--- src/rtl/regfile_seq_ctrl_if.sv ---
//============================================================================
// Module      : regfile_seq_ctrl_if
// Description : Controller <-> register-file datapath control bundle.
// Revision    : 1.0 - initial release
//============================================================================
`default_nettype none

interface regfile_seq_ctrl_if #(
    parameter int ADDR_W = 3
);
    logic [ADDR_W-1:0] raddr1;
    logic [ADDR_W-1:0] raddr2;
    logic [ADDR_W-1:0] waddr;
    logic              we;
    logic [1:0]        wsel;
    logic              out_load;
    logic              le_flag;

    modport master (
        output raddr1, raddr2, waddr, we, wsel, out_load,
        input  le_flag
    );

    modport slave (
        input  raddr1, raddr2, waddr, we, wsel, out_load,
        output le_flag
    );
endinterface

`default_nettype wire

--- src/rtl/regfile_seq_ctrl.sv ---
//============================================================================
// Module      : regfile_seq_ctrl
// Description : Moore FSM sequencing the running-sum register-file datapath.
// Revision    : 1.0 - initial release
//============================================================================
`default_nettype none

module regfile_seq_ctrl #(
    parameter int ADDR_W = 3,
    parameter int R_I    = 1,
    parameter int R_SUM  = 2,
    parameter int R_ONE  = 3
) (
    input  wire logic                 clk,
    input  wire logic                 reset,
    input  wire logic                 step_en,
    input  wire logic                 restart,
    regfile_seq_ctrl_if.master        rf,
    output logic                      done,
    output logic [2:0]                state_dbg
);

    typedef enum logic [2:0] {
        S_INIT_I   = 3'd0,
        S_INIT_SUM = 3'd1,
        S_INIT_ONE = 3'd2,
        S_CMP      = 3'd3,
        S_ADD      = 3'd4,
        S_INC      = 3'd5,
        S_OUT      = 3'd6,
        S_HALT     = 3'd7
    } state_t;

    localparam logic [ADDR_W-1:0] c_ra_i   = ADDR_W'(R_I);
    localparam logic [ADDR_W-1:0] c_ra_sum = ADDR_W'(R_SUM);
    localparam logic [ADDR_W-1:0] c_ra_one = ADDR_W'(R_ONE);
    localparam logic [1:0]        c_wsel_alu  = 2'b00;
    localparam logic [1:0]        c_wsel_zero = 2'b01;
    localparam logic [1:0]        c_wsel_one  = 2'b10;

    state_t            r_state;
    state_t            w_next;
    logic [ADDR_W-1:0] w_raddr1;
    logic [ADDR_W-1:0] w_raddr2;
    logic [ADDR_W-1:0] w_waddr;
    logic [1:0]        w_wsel;
    logic              w_we_st;
    logic              w_ld_st;
    logic              w_done;

    always_ff @(posedge clk) begin
        if (reset) r_state <= S_INIT_I;
        else       r_state <= w_next;
    end

    always_comb begin
        w_next = r_state;
        if (step_en) begin
            case (r_state)
                S_INIT_I:   w_next = S_INIT_SUM;
                S_INIT_SUM: w_next = S_INIT_ONE;
                S_INIT_ONE: w_next = S_CMP;
                S_CMP:      w_next = rf.le_flag ? S_ADD : S_HALT;
                S_ADD:      w_next = S_INC;
                S_INC:      w_next = S_OUT;
                S_OUT:      w_next = S_CMP;
                S_HALT:     w_next = restart ? S_INIT_I : S_HALT;
                default:    w_next = S_INIT_I;
            endcase
        end
    end

    always_comb begin
        w_raddr1 = '0;
        w_raddr2 = '0;
        w_waddr  = '0;
        w_wsel   = c_wsel_alu;
        w_we_st  = 1'b0;
        w_ld_st  = 1'b0;
        w_done   = 1'b0;
        case (r_state)
            S_INIT_I: begin
                w_waddr = c_ra_i;   w_wsel = c_wsel_zero; w_we_st = 1'b1;
            end
            S_INIT_SUM: begin
                w_waddr = c_ra_sum; w_wsel = c_wsel_zero; w_we_st = 1'b1;
            end
            S_INIT_ONE: begin
                w_waddr = c_ra_one; w_wsel = c_wsel_one;  w_we_st = 1'b1;
            end
            S_CMP: w_raddr1 = c_ra_i;
            S_ADD: begin
                w_raddr1 = c_ra_sum; w_raddr2 = c_ra_i;
                w_waddr  = c_ra_sum; w_we_st  = 1'b1;
            end
            S_INC: begin
                w_raddr1 = c_ra_i; w_raddr2 = c_ra_one;
                w_waddr  = c_ra_i; w_we_st  = 1'b1;
            end
            S_OUT: begin
                w_raddr1 = c_ra_sum; w_ld_st = 1'b1;
            end
            S_HALT: begin
                w_raddr1 = c_ra_sum; w_done = 1'b1;
            end
            default: ;
        endcase
    end

    // Strobes only fire on an enabled step so the slow-tick mode never double-writes.
    assign rf.we       = w_we_st & step_en & ~reset;
    assign rf.out_load = w_ld_st & step_en & ~reset;
    assign rf.raddr1   = w_raddr1;
    assign rf.raddr2   = w_raddr2;
    assign rf.waddr    = w_waddr;
    assign rf.wsel     = w_wsel;
    assign done        = w_done;
    assign state_dbg   = r_state;

endmodule

`default_nettype wire
--- src/flat_wrapper.sv ---
// flat-port wrapper written by rule: the top's interface ports become plain ports
module regfile_seq_ctrl_flat 
#(
    parameter int ADDR_W = 3,
    parameter int R_I    = 1,
    parameter int R_SUM  = 2,
    parameter int R_ONE  = 3
)
  (clk, reset, step_en, restart, done, state_dbg, rf_raddr1, rf_raddr2, rf_waddr, rf_we, rf_wsel, rf_out_load, rf_le_flag);
  regfile_seq_ctrl_if #(.ADDR_W(ADDR_W)) rf_i ();
  input  wire logic clk;
  input  wire logic reset;
  input  wire logic step_en;
  input  wire logic restart;
  output logic done;
  output logic [2:0] state_dbg;
  output wire logic [$bits(rf_i.raddr1)-1:0] rf_raddr1;
  output wire logic [$bits(rf_i.raddr2)-1:0] rf_raddr2;
  output wire logic [$bits(rf_i.waddr)-1:0] rf_waddr;
  output wire logic [$bits(rf_i.we)-1:0] rf_we;
  output wire logic [$bits(rf_i.wsel)-1:0] rf_wsel;
  output wire logic [$bits(rf_i.out_load)-1:0] rf_out_load;
  input wire logic [$bits(rf_i.le_flag)-1:0] rf_le_flag;
  assign rf_raddr1 = rf_i.raddr1;
  assign rf_raddr2 = rf_i.raddr2;
  assign rf_waddr = rf_i.waddr;
  assign rf_we = rf_i.we;
  assign rf_wsel = rf_i.wsel;
  assign rf_out_load = rf_i.out_load;
  assign rf_i.le_flag = rf_le_flag;
  regfile_seq_ctrl #(.ADDR_W(ADDR_W), .R_I(R_I), .R_SUM(R_SUM), .R_ONE(R_ONE)) u_core (.clk(clk), .reset(reset), .step_en(step_en), .restart(restart), .rf(rf_i), .done(done), .state_dbg(state_dbg));
endmodule
--- config.mk ---
export PLATFORM = sky130hd
export DESIGN_NAME = regfile_seq_ctrl_flat
export DESIGN_NICKNAME = d
export VERILOG_FILES = /design/src/rtl/regfile_seq_ctrl_if.sv /design/src/rtl/regfile_seq_ctrl.sv /design/src/flat_wrapper.sv
export SDC_FILE = /design/constraint.sdc
export NUM_CORES = 1
export LEC_CHECK = 0
export BUFFER_PORTS_ARGS = -buffer_cell sky130_fd_sc_hd__buf_2
export CAP_MARGIN = 20
export CORE_AREA = 2 2 39 41
export CTS_BUF_LIST = sky130_fd_sc_hd__clkbuf_8
export CTS_CLUSTER_SIZE = 24
export DETAILED_ROUTE_END_ITERATION = 7
export DIE_AREA = 0 0 41 43
export PLACE_DENSITY_LB_ADDON = 0.05
export RECOVER_POWER = 50
export SYNTH_ARGS = -nofsm -noshare
export SYNTH_HDL_FRONTEND = slang
export SYNTH_SLANG_ARGS = --single-unit
export TNS_END_PERCENT = 20
--- constraint.sdc ---
create_clock -name clk -period 1.4 [get_ports clk]
set_input_delay 0.28 -clock clk [delete_from_list [all_inputs] [get_ports clk]]
set_output_delay 0.28 -clock clk [all_outputs]
set_load 0.02 [all_outputs]
==> impl_metrics.ini, run 1 <==
[die]
dieWidth_um = 41
num_rows = 14
die_h_um = 43
initial_utilization_pct = 19.9
dieArea_mm2 = 0.00176
io_pins = 22
coreArea_mm2 = 0.00138

[timing]
setup_ws_ns = -0.0130
timing.fmax_ghz = 0.708
drv_slew = 0
setup_viol = 1
min_period_over_period_pct = 101
layout_min_cycle_time_ns = 1.41
hold_violations = 0
rsz0062_at_grt = true
skew_ns = 0.00161

[placed_design]
place.gp.congestion = 0.681
dp_hpwl_um = 636
dpl_cell_area_um2 = 393
post-place-cells = 72
numPortBuffers = 18

[setup_path]
cp-start-kind = register
cp.arrival_ns = 1.13
r2r_slack_ns = 0.25
reg2regPathDepth = 4
path_cells = xor2_1, mux2_4, buf_6
path_max_fanout = 4
critPathSlowestCell = dfxtp_4
worst_path_dominant_cell_family = flip-flops
r2r-end = u_core.state_dbg[1]$_SDFFE_PP0P_
r2r-start = u_core.state_dbg[2]$_SDFFE_PP0P_
required_ns = 1.12
critPathBufInv = 1
end_kind = output pin
cp_slowest_stage_delay_ns = 0.35
worst-path-stages = 3
critPathKind = reg2out

[synth]
synth_top_area_share_pct = 21.8
dominantRegCellSynth = dfxtp_1
synth.largest_area_cell = dfxtp_1
synth_edf_count = 0
synth-warning-count = 0
yosys-top-cells-area = dfxtp_1 (22%), buf_4 (14%), nor3_1 (7.3%)
synth_cells = 37
avgSynthCellArea_um2 = 7.44
async_flop_share_pct = 0
synth_cell_types = 24
syn_area_um2 = 275
ys_seq_area_share_pct = 21.8
ys_ff_latch = 3

[clock_tree]
clk_pin_slew_ns = 0.03
worstSkewPairLatency_ns = 0.21
root_buffer = clkbuf_8
cts_tree = built
cts.sinks = 3
h-tree-depth = 1
cts-buffers-inserted = 3
cts_buffer_depth = 2

[worst_hold_path]
hold_end = u_core.state_dbg[2]$_SDFFE_PP0P_
holdCritStartpoint = reset
hp-class = in2reg
hold_depth = 2

[flow_run]
maxCapViolations = 0

[global_route]
grt.total_usage_pct = 11.0
grt_pass1_wl_um = 1260
grt_overflow = 0
grt_pass1_vias = 315
grt_antenna_before_repair = 0
grt_max_degree = 11

[detailed_routing]
drt-vias-per-instance = 4.45
antenna_left = 0
totalWireLength_um = 828
post_drt_wl_per_cell_um = 10.8
remaining_drc_errors = 0
drtPass1Iterations = 2
num_vias = 343
drt_first_iter_violations = 4

[power]
power_density_mw_per_mm2 = 968
power_leakage_uw = 0.000245
vdd_drop_max_v = 0.000455
post-layout-total-power_uw = 465

[final_layout]
fin_cells = 77
design_area_um2 = 480
drive_gt1_share_pct = 55.7
antenna_cells = 0
fin_nets = 67
area_delta_synth_final_pct = 74.5
largest_reg_flops = 3

[outcome]
violations = negative setup slack
run_status = finished with violations
metal layers:
metal  vias to the layer above  routed length, µm  track usage [%]
met5                         -                  0                0
met4                         0                  0             10.0
met3                         0                 46             1.57
met2                        12                438             18.1
met1                       163                343             10.9
li1                        168                  -                -
synth_stat cells (2+ instances only):
master   count
buf_4        5
nand2_1      4
dfxtp_1      3
a21oi_1      2
nor3_1       4
cell usage in the layout, fill, tap and decap left out, types with 2 or more instances in the layout:
cell type  Yosys  final
a21oi_1        2      2
buf_2          1     13
buf_4          5      7
buf_6          0      3
clkbuf_8       0      3
conb_1         1      3
dfxtp_4        0      3
nand2_1        4      4
nor3_1         4      3
area by class of cell:
| cell class | count | area (µm²) |
|---|---|---|
| multi-input cells | 29 | 185 |
| fillers | 159 | 903 |
| inverters | 1 | 3.75 |
| well taps | 16 | 20.0 |
| repair buffers | 24 | 155 |
| flip-flops and latches | 3 | 71.3 |
| clock inverters | 1 | 3.75 |
| clock buffers | 3 | 41.3 |
worst register-to-register path, stage by stage, from the launching register on:
cell and delay [ns]:
dfxtp_4 0.38, buf_6 0.12, mux2i_1 0.26, nor3_1 0.08, a211oi_1 0.21
timing repair:
item,in CTS,in global routing
endpoints found under the setup margin,10,5
setup buffers,1,0
resized for setup,11,5
hold buffers,0,0
per-stage QoR:
step | util [%] | hold slack, ns | TNS (ns) | setup WS (ns)
2_1_floorplan | - | 0.349 | -0.216 | -0.112
3_3_place_gp | 28.4 | 0.503 | 0 | 0.0871
3_5_place_dp | 28.4 | 0.506 | 0 | 0.0506
4_1_cts | 34.0 | 0.269 | -0.0397 | -0.0232
5_1_grt | 34.7 | 0.287 | -0.0846 | -0.0429
6_report | 34.7 | 0.278 | -0.0130 | -0.0130
cells by family (layout without fill, tap and decap cells):
| kind of cell | after synthesis | in the layout | synth area share [%] |
|---|---|---|---|
| and+or+nand+nor | 17 | 17 | 34.1 |
| AOI/OAI and AO/OA | 6 | 6 | 13.6 |
| other | 1 | 3 | 1.36 |
| DFF | 3 | 3 | 21.8 |
| muxes | 2 | 2 | 9.09 |
| buffers and inverters | 7 | 29 | 16.8 |
| xor gates and xnor gates | 1 | 1 | 3.18 |
power breakdown:
group	switching, µW	internal [µW]
combinational	68.0	53.8
sequential	10.8	89.1
clock	56.8	187
worst max path at each step:
| stage | from | end | slack (ns) |
|---|---|---|---|
| 2_1_floorplan | u_core.state_dbg[2]$_SDFFE_PP0P_ | rf_raddr1[1] | -0.11 |
| 3_3_place_gp | u_core.state_dbg[2]$_SDFFE_PP0P_ | rf_we | 0.09 |
| 3_5_place_dp | u_core.state_dbg[1]$_SDFFE_PP0P_ | rf_waddr[0] | 0.05 |
| 4_1_cts | u_core.state_dbg[1]$_SDFFE_PP0P_ | rf_waddr[1] | -0.02 |
| 5_1_grt | u_core.state_dbg[2]$_SDFFE_PP0P_ | rf_waddr[1] | -0.04 |
| 6_report | u_core.state_dbg[1]$_SDFFE_PP0P_ | rf_waddr[1] | -0.01 |
Power figures use the tool's default switching activity.
==> run 2: changes to the inputs <==
==> constraint.sdc (replaced) <==
create_clock -name clk -period 1.4 [get_ports clk]
set_input_delay 0.07 -clock clk [delete_from_list [all_inputs] [get_ports clk]]
set_output_delay 0.07 -clock clk [all_outputs]
set_load 0.02 [all_outputs]
==> run 2 against run 1 <==
  * The flow now finishes without violations
  * Maximum frequency rose by 5.9%
  * Largest power group unchanged
  * Core utilization fell by 5.2 points
  * Largest cell class unchanged
  * First-iteration DRC count did not move
  * Critical path type unchanged
  * Clock skew fell by 0.0011 ns
  * Final cell count fell by 5.2%
  * Die area did not move
==> impl_metrics.ini, run 2 (same netlist as run 1, synthesis figures left out) <==
[power]
power_density_mw_per_mm2 = 1110
p_int_uw = 315
p_clk_share_pct = 55.7
vdd_drop_max_v = 0.000396
power_leakage_uw = 0.000206
seqPwrFrac_pct = 23.2
power.switching_uw = 136
power.share.combinational_pct = 21.1
switching_share_pct = 30.2

[die]
num_rows = 14
dieArea_mm2 = 0.00176
coreArea_mm2 = 0.00138
io_pins = 22
initial_utilization_pct = 19.9
dieWidth_um = 41
die_h_um = 43

[global_route]
grt_max_degree = 14
grt.total_usage_pct = 10.0
grt_pass1_wl_um = 1100
grt_antenna_before_repair = 0
grt_pass1_vias = 275
grt_overflow = 0

[flow_run]
maxCapViolations = 0

[placed_design]
numPortBuffers = 18
dp_hpwl_um = 588
place.gp.congestion = 0.584

[setup_path]
path_max_fanout = 6
required_ns = 1.33
end_kind = output pin
cp.arrival_ns = 1.26
crit_start = u_core.state_dbg[1]$_SDFFE_PP0P_
critPathKind = reg2out
r2r-start = u_core.state_dbg[2]$_SDFFE_PP0P_
cp-start-kind = register

[detailed_routing]
antenna_left = 0
drt-vias-per-instance = 4.32
totalWireLength_um = 759
post_drt_wl_per_cell_um = 10.4
drtPass1Iterations = 3
remaining_drc_errors = 0
drt_first_iter_violations = 4
num_vias = 315

[timing]
drv_slew = 0
min_period_over_period_pct = 95.3
timing.fmax_ghz = 0.749
rsz0062_at_grt = false
layout_min_cycle_time_ns = 1.33
timing.hold.ws_ns = 0.0551
setup_viol = 0
hold_violations = 0
tns_ns = 0
skew_ns = 0.000511

[final_layout]
fin_nets = 63
drive_gt1_share_pct = 43.9
antenna_cells = 0
largest_reg_flops = 3
final_cell_mix = buf_2 (14), nor3_1 (4), nand2_1 (4), clkbuf_1 (4)
final_common_cell = buf_2
area_delta_synth_final_pct = 48.2

[clock_tree]
h-tree-depth = 1
cts_setup_buffers = 0
root_buffer = clkbuf_8
cts_buffer_depth = 2
worstSkewPairLatency_ns = 0.22
hold_buffers = 0
cts_tree = built
cts.sinks = 3
clk_pin_slew_ns = 0.03
cts-buffers-inserted = 3

[worst_hold_path]
holdCritStartpoint = reset
hp-class = in2reg

[outcome]
run_status = completed
[run 2: cell count changes in the layout (fill, tap and decap cells not counted), sizes merged]
cell    previous run  this run
buf               23        16
clkbuf             4         7
[run 2: path summary, 6_finish.rpt]
| path | slack [ns] | endpoint | cells after the start |
|---|---|---|---|
| worst min-delay path | 0.06 | u_core.state_dbg[2]$_SDFFE_PP0P_ | 2 |
| worst min register to register | 0.57 | u_core.state_dbg[2]$_SDFFE_PP0P_ | 2 |
| worst max-delay path | 0.07 | rf_waddr[0] | 4 |
| worst max register to register | 0.33 | u_core.state_dbg[1]$_SDFFE_PP0P_ | 3 |
[run 2: power groups by stage]
stage          logic [µW]  registers [µW]  clock network (µW)
6_report             95.1             105                 252
5_1_grt               103             107                 255
4_1_cts              97.3             104                 256
3_5_place_dp         97.2             105                   0
3_3_place_gp         97.1             105                   0
2_1_floorplan        74.8             102                   0
[run 2: stage by stage]
stage	utilization (%)	setup slack [ns]	instances	power [µW]	area, µm²
floorplan	-	0.0938	39	176	283
detailed placement	26.4	0.212	69	202	365
finish	29.5	0.0656	73	451	408
global route	29.5	0.00496	73	465	408
global placement	26.4	0.244	69	202	365
CTS	29.7	0.0216	73	457	412
[run 2: routing by layer]
metal / GRT usage (%) / up-vias / part of all wire (%)
li1: - / 161 / -
met1: 11.4 / 134 / 41
met2: 13.4 / 17 / 46
met3: 1.57 / 3 / 9.1
met4: 12.0 / 0 / 3.4
met5: 0 / - / 0
[run 2: critical path, stage by stage, from the launching register on]
cell	delay, ns
dfxtp_1	0.43
inv_2	0.10
and3_2	0.21
o21bai_1	0.14
buf_2	0.16
[run 2: timing repair]
item	in CTS	in global routing
pin swaps	0	0
endpoints found under the setup margin	1	1
gates resized for setup	1	1
[run 2: area by class of cell]
| type | instances | area [µm²] |
|---|---|---|
| fill | 173 | 976 |
| inverter | 1 | 3.75 |
| tap | 16 | 20.0 |
| clock buffer | 3 | 41.3 |
| clock inverter | 1 | 3.75 |
| timing repair buffer | 20 | 100 |
| multi-input combinational | 29 | 176 |
| sequential | 3 | 62.6 |
==> run 3: changes to the inputs <==
--- a/config.mk
+++ b/config.mk
@@ -12,7 +12,7 @@
 export CTS_CLUSTER_SIZE = 24
 export DETAILED_ROUTE_END_ITERATION = 7
 export DIE_AREA = 0 0 41 43
-export PLACE_DENSITY_LB_ADDON = 0.05
+export PLACE_DENSITY = 0.56
 export RECOVER_POWER = 50
 export SYNTH_ARGS = -nofsm -noshare
 export SYNTH_HDL_FRONTEND = slang
==> run 3 against run 2 <==
  * Critical path depth unchanged
  * Combinational power down 2.6%
  * Clock skew grew 0.0034 ns
==> impl_metrics.ini, run 3 (same netlist as run 1, synthesis figures left out) <==
[power]
switching_share_pct = 28.8
p_clk_share_pct = 55.0
vdd_drop_max_v = 0.000351
power_leakage_uw = 0.000201
power_density_mw_per_mm2 = 1100
power.share.combinational_pct = 21.0
p_int_uw = 314
power.switching_uw = 127
seqPwrFrac_pct = 24.1

[detailed_routing]
remaining_drc_errors = 0
wl_met3_um = 54
post_drt_wl_per_cell_um = 9.21
num_vias = 302
antenna_left = 0
drt-vias-per-instance = 4.19
wl_met1_um = 280
drtPass1Iterations = 2
maxUsedRoutingLayer = met3
drt_first_iter_violations = 3
totalWireLength_um = 663
wl_met2_um = 328

[global_route]
grt_antenna_before_repair = 0
grt_overflow = 0
grt_pass1_vias = 237
grt_max_degree = 15
grt.total_usage_pct = 8.22
grt_pass1_wl_um = 945

[final_layout]
area_delta_synth_final_pct = 45.9
fin_cells = 72
largest_reg_flops = 3
utilization_pct = 29.0
final_common_cell = buf_2
fin_nets = 62
final_cell_mix = buf_2 (14), nor3_1 (4), nand2_1 (4), clkbuf_1 (4)
drive_gt1_share_pct = 44.6
antenna_cells = 0

[placed_design]
place.gp.congestion = 0.732
dp_hpwl_um = 520
post-place-cells = 68
numPortBuffers = 18
place_ws_ns = 0.188

[die]
initial_utilization_pct = 19.9
dieWidth_um = 41
io_pins = 22
num_rows = 14
die_h_um = 43
dieArea_mm2 = 0.00176
coreArea_mm2 = 0.00138

[worst_hold_path]
hp-class = in2reg

[setup_path]
critPathSlowestCell = dfxtp_2
path_max_fanout = 8
cp_slowest_stage_delay_ns = 0.40
critPathBufInv = 2
cp-start-kind = register
cp.arrival_ns = 1.21
path_cells = inv_2, and3_2, o21bai_1, buf_2
worst_path_dominant_cell_family = flip-flops
required_ns = 1.33
critPathKind = reg2out
end_kind = output pin

[timing]
setup_ws_ns = 0.120
min_period_over_period_pct = 91.4
drv_slew = 0
layout_min_cycle_time_ns = 1.28
timing.fmax_ghz = 0.781
hold_violations = 0
rsz0062_at_grt = false
setup_viol = 0
skew_ns = 0.00394
tns_ns = 0

[clock_tree]
worstSkewPairLatency_ns = 0.22
hold_buffers = 0
cts-buffers-inserted = 3
cts_buffer_depth = 2
cts.sinks = 3
cts_tree = built
clk_pin_slew_ns = 0.03
root_buffer = clkbuf_8
h-tree-depth = 1

[flow_run]
maxCapViolations = 0

[outcome]
run_status = completed
[run 3: cell count changes in the layout (fill, tap and decap cells not counted)]
| cell | before | now |
|---|---|---|
| buf_4 | 2 | 1 |
| dfxtp_1 | 1 | 0 |
| dfxtp_2 | 2 | 3 |
[run 3: worst paths after layout]
check                                                       from                               end  slack [ns]  cells after the start
worst min-delay path                                       reset  u_core.state_dbg[2]$_SDFFE_PP0P_        0.07                      2
worst max-delay path            u_core.state_dbg[1]$_SDFFE_PP0P_                       rf_waddr[0]        0.12                      4
worst max register to register  u_core.state_dbg[2]$_SDFFE_PP0P_  u_core.state_dbg[0]$_SDFFE_PP0P_        0.33                      3
worst min register to register  u_core.state_dbg[2]$_SDFFE_PP0P_  u_core.state_dbg[2]$_SDFFE_PP0P_        0.56                      2
[run 3: layer usage]
layer  track usage [%]  up-vias
li1                  -      158
met1              9.94      132
met2              11.3       12
met3              1.57        0
met4              8.00        0
met5                 0        -
[run 3: layout make-up]
cell class	count	area [µm²]
fill	167	982
multi-input combinational	29	176
timing repair buffer	19	92.6
sequential	3	63.8
clock buffer	3	41.3
tap	16	20.0
clock inverter	1	3.75
inverter	1	3.75
[run 3: power groups by stage]
stage               Clock [µW]  Sequential [µW]  Combinational, µW
floorplan                    0              102               74.8
global placement             0              106               93.8
detailed placement           0              106               94.3
CTS                        248              106               94.4
global route               261              108                101
finish                     243              106               92.6
[run 3: metrics by stage]
stage | hold WS (ns) | cell area [µm²] | power [µW]
after floorplan | 0.139 | 283 | 176
after global placement | 0.297 | 358 | 200
after detailed placement | 0.296 | 358 | 201
after CTS | 0.0624 | 405 | 448
after global routing | 0.0904 | 402 | 471
final | 0.0741 | 402 | 442
[run 3: timing repair]
action,in CTS,in global routing
endpoints found under the hold margin,0,0
resized for setup,2,1
setup endpoints to repair,2,1
buffers inserted,0,0
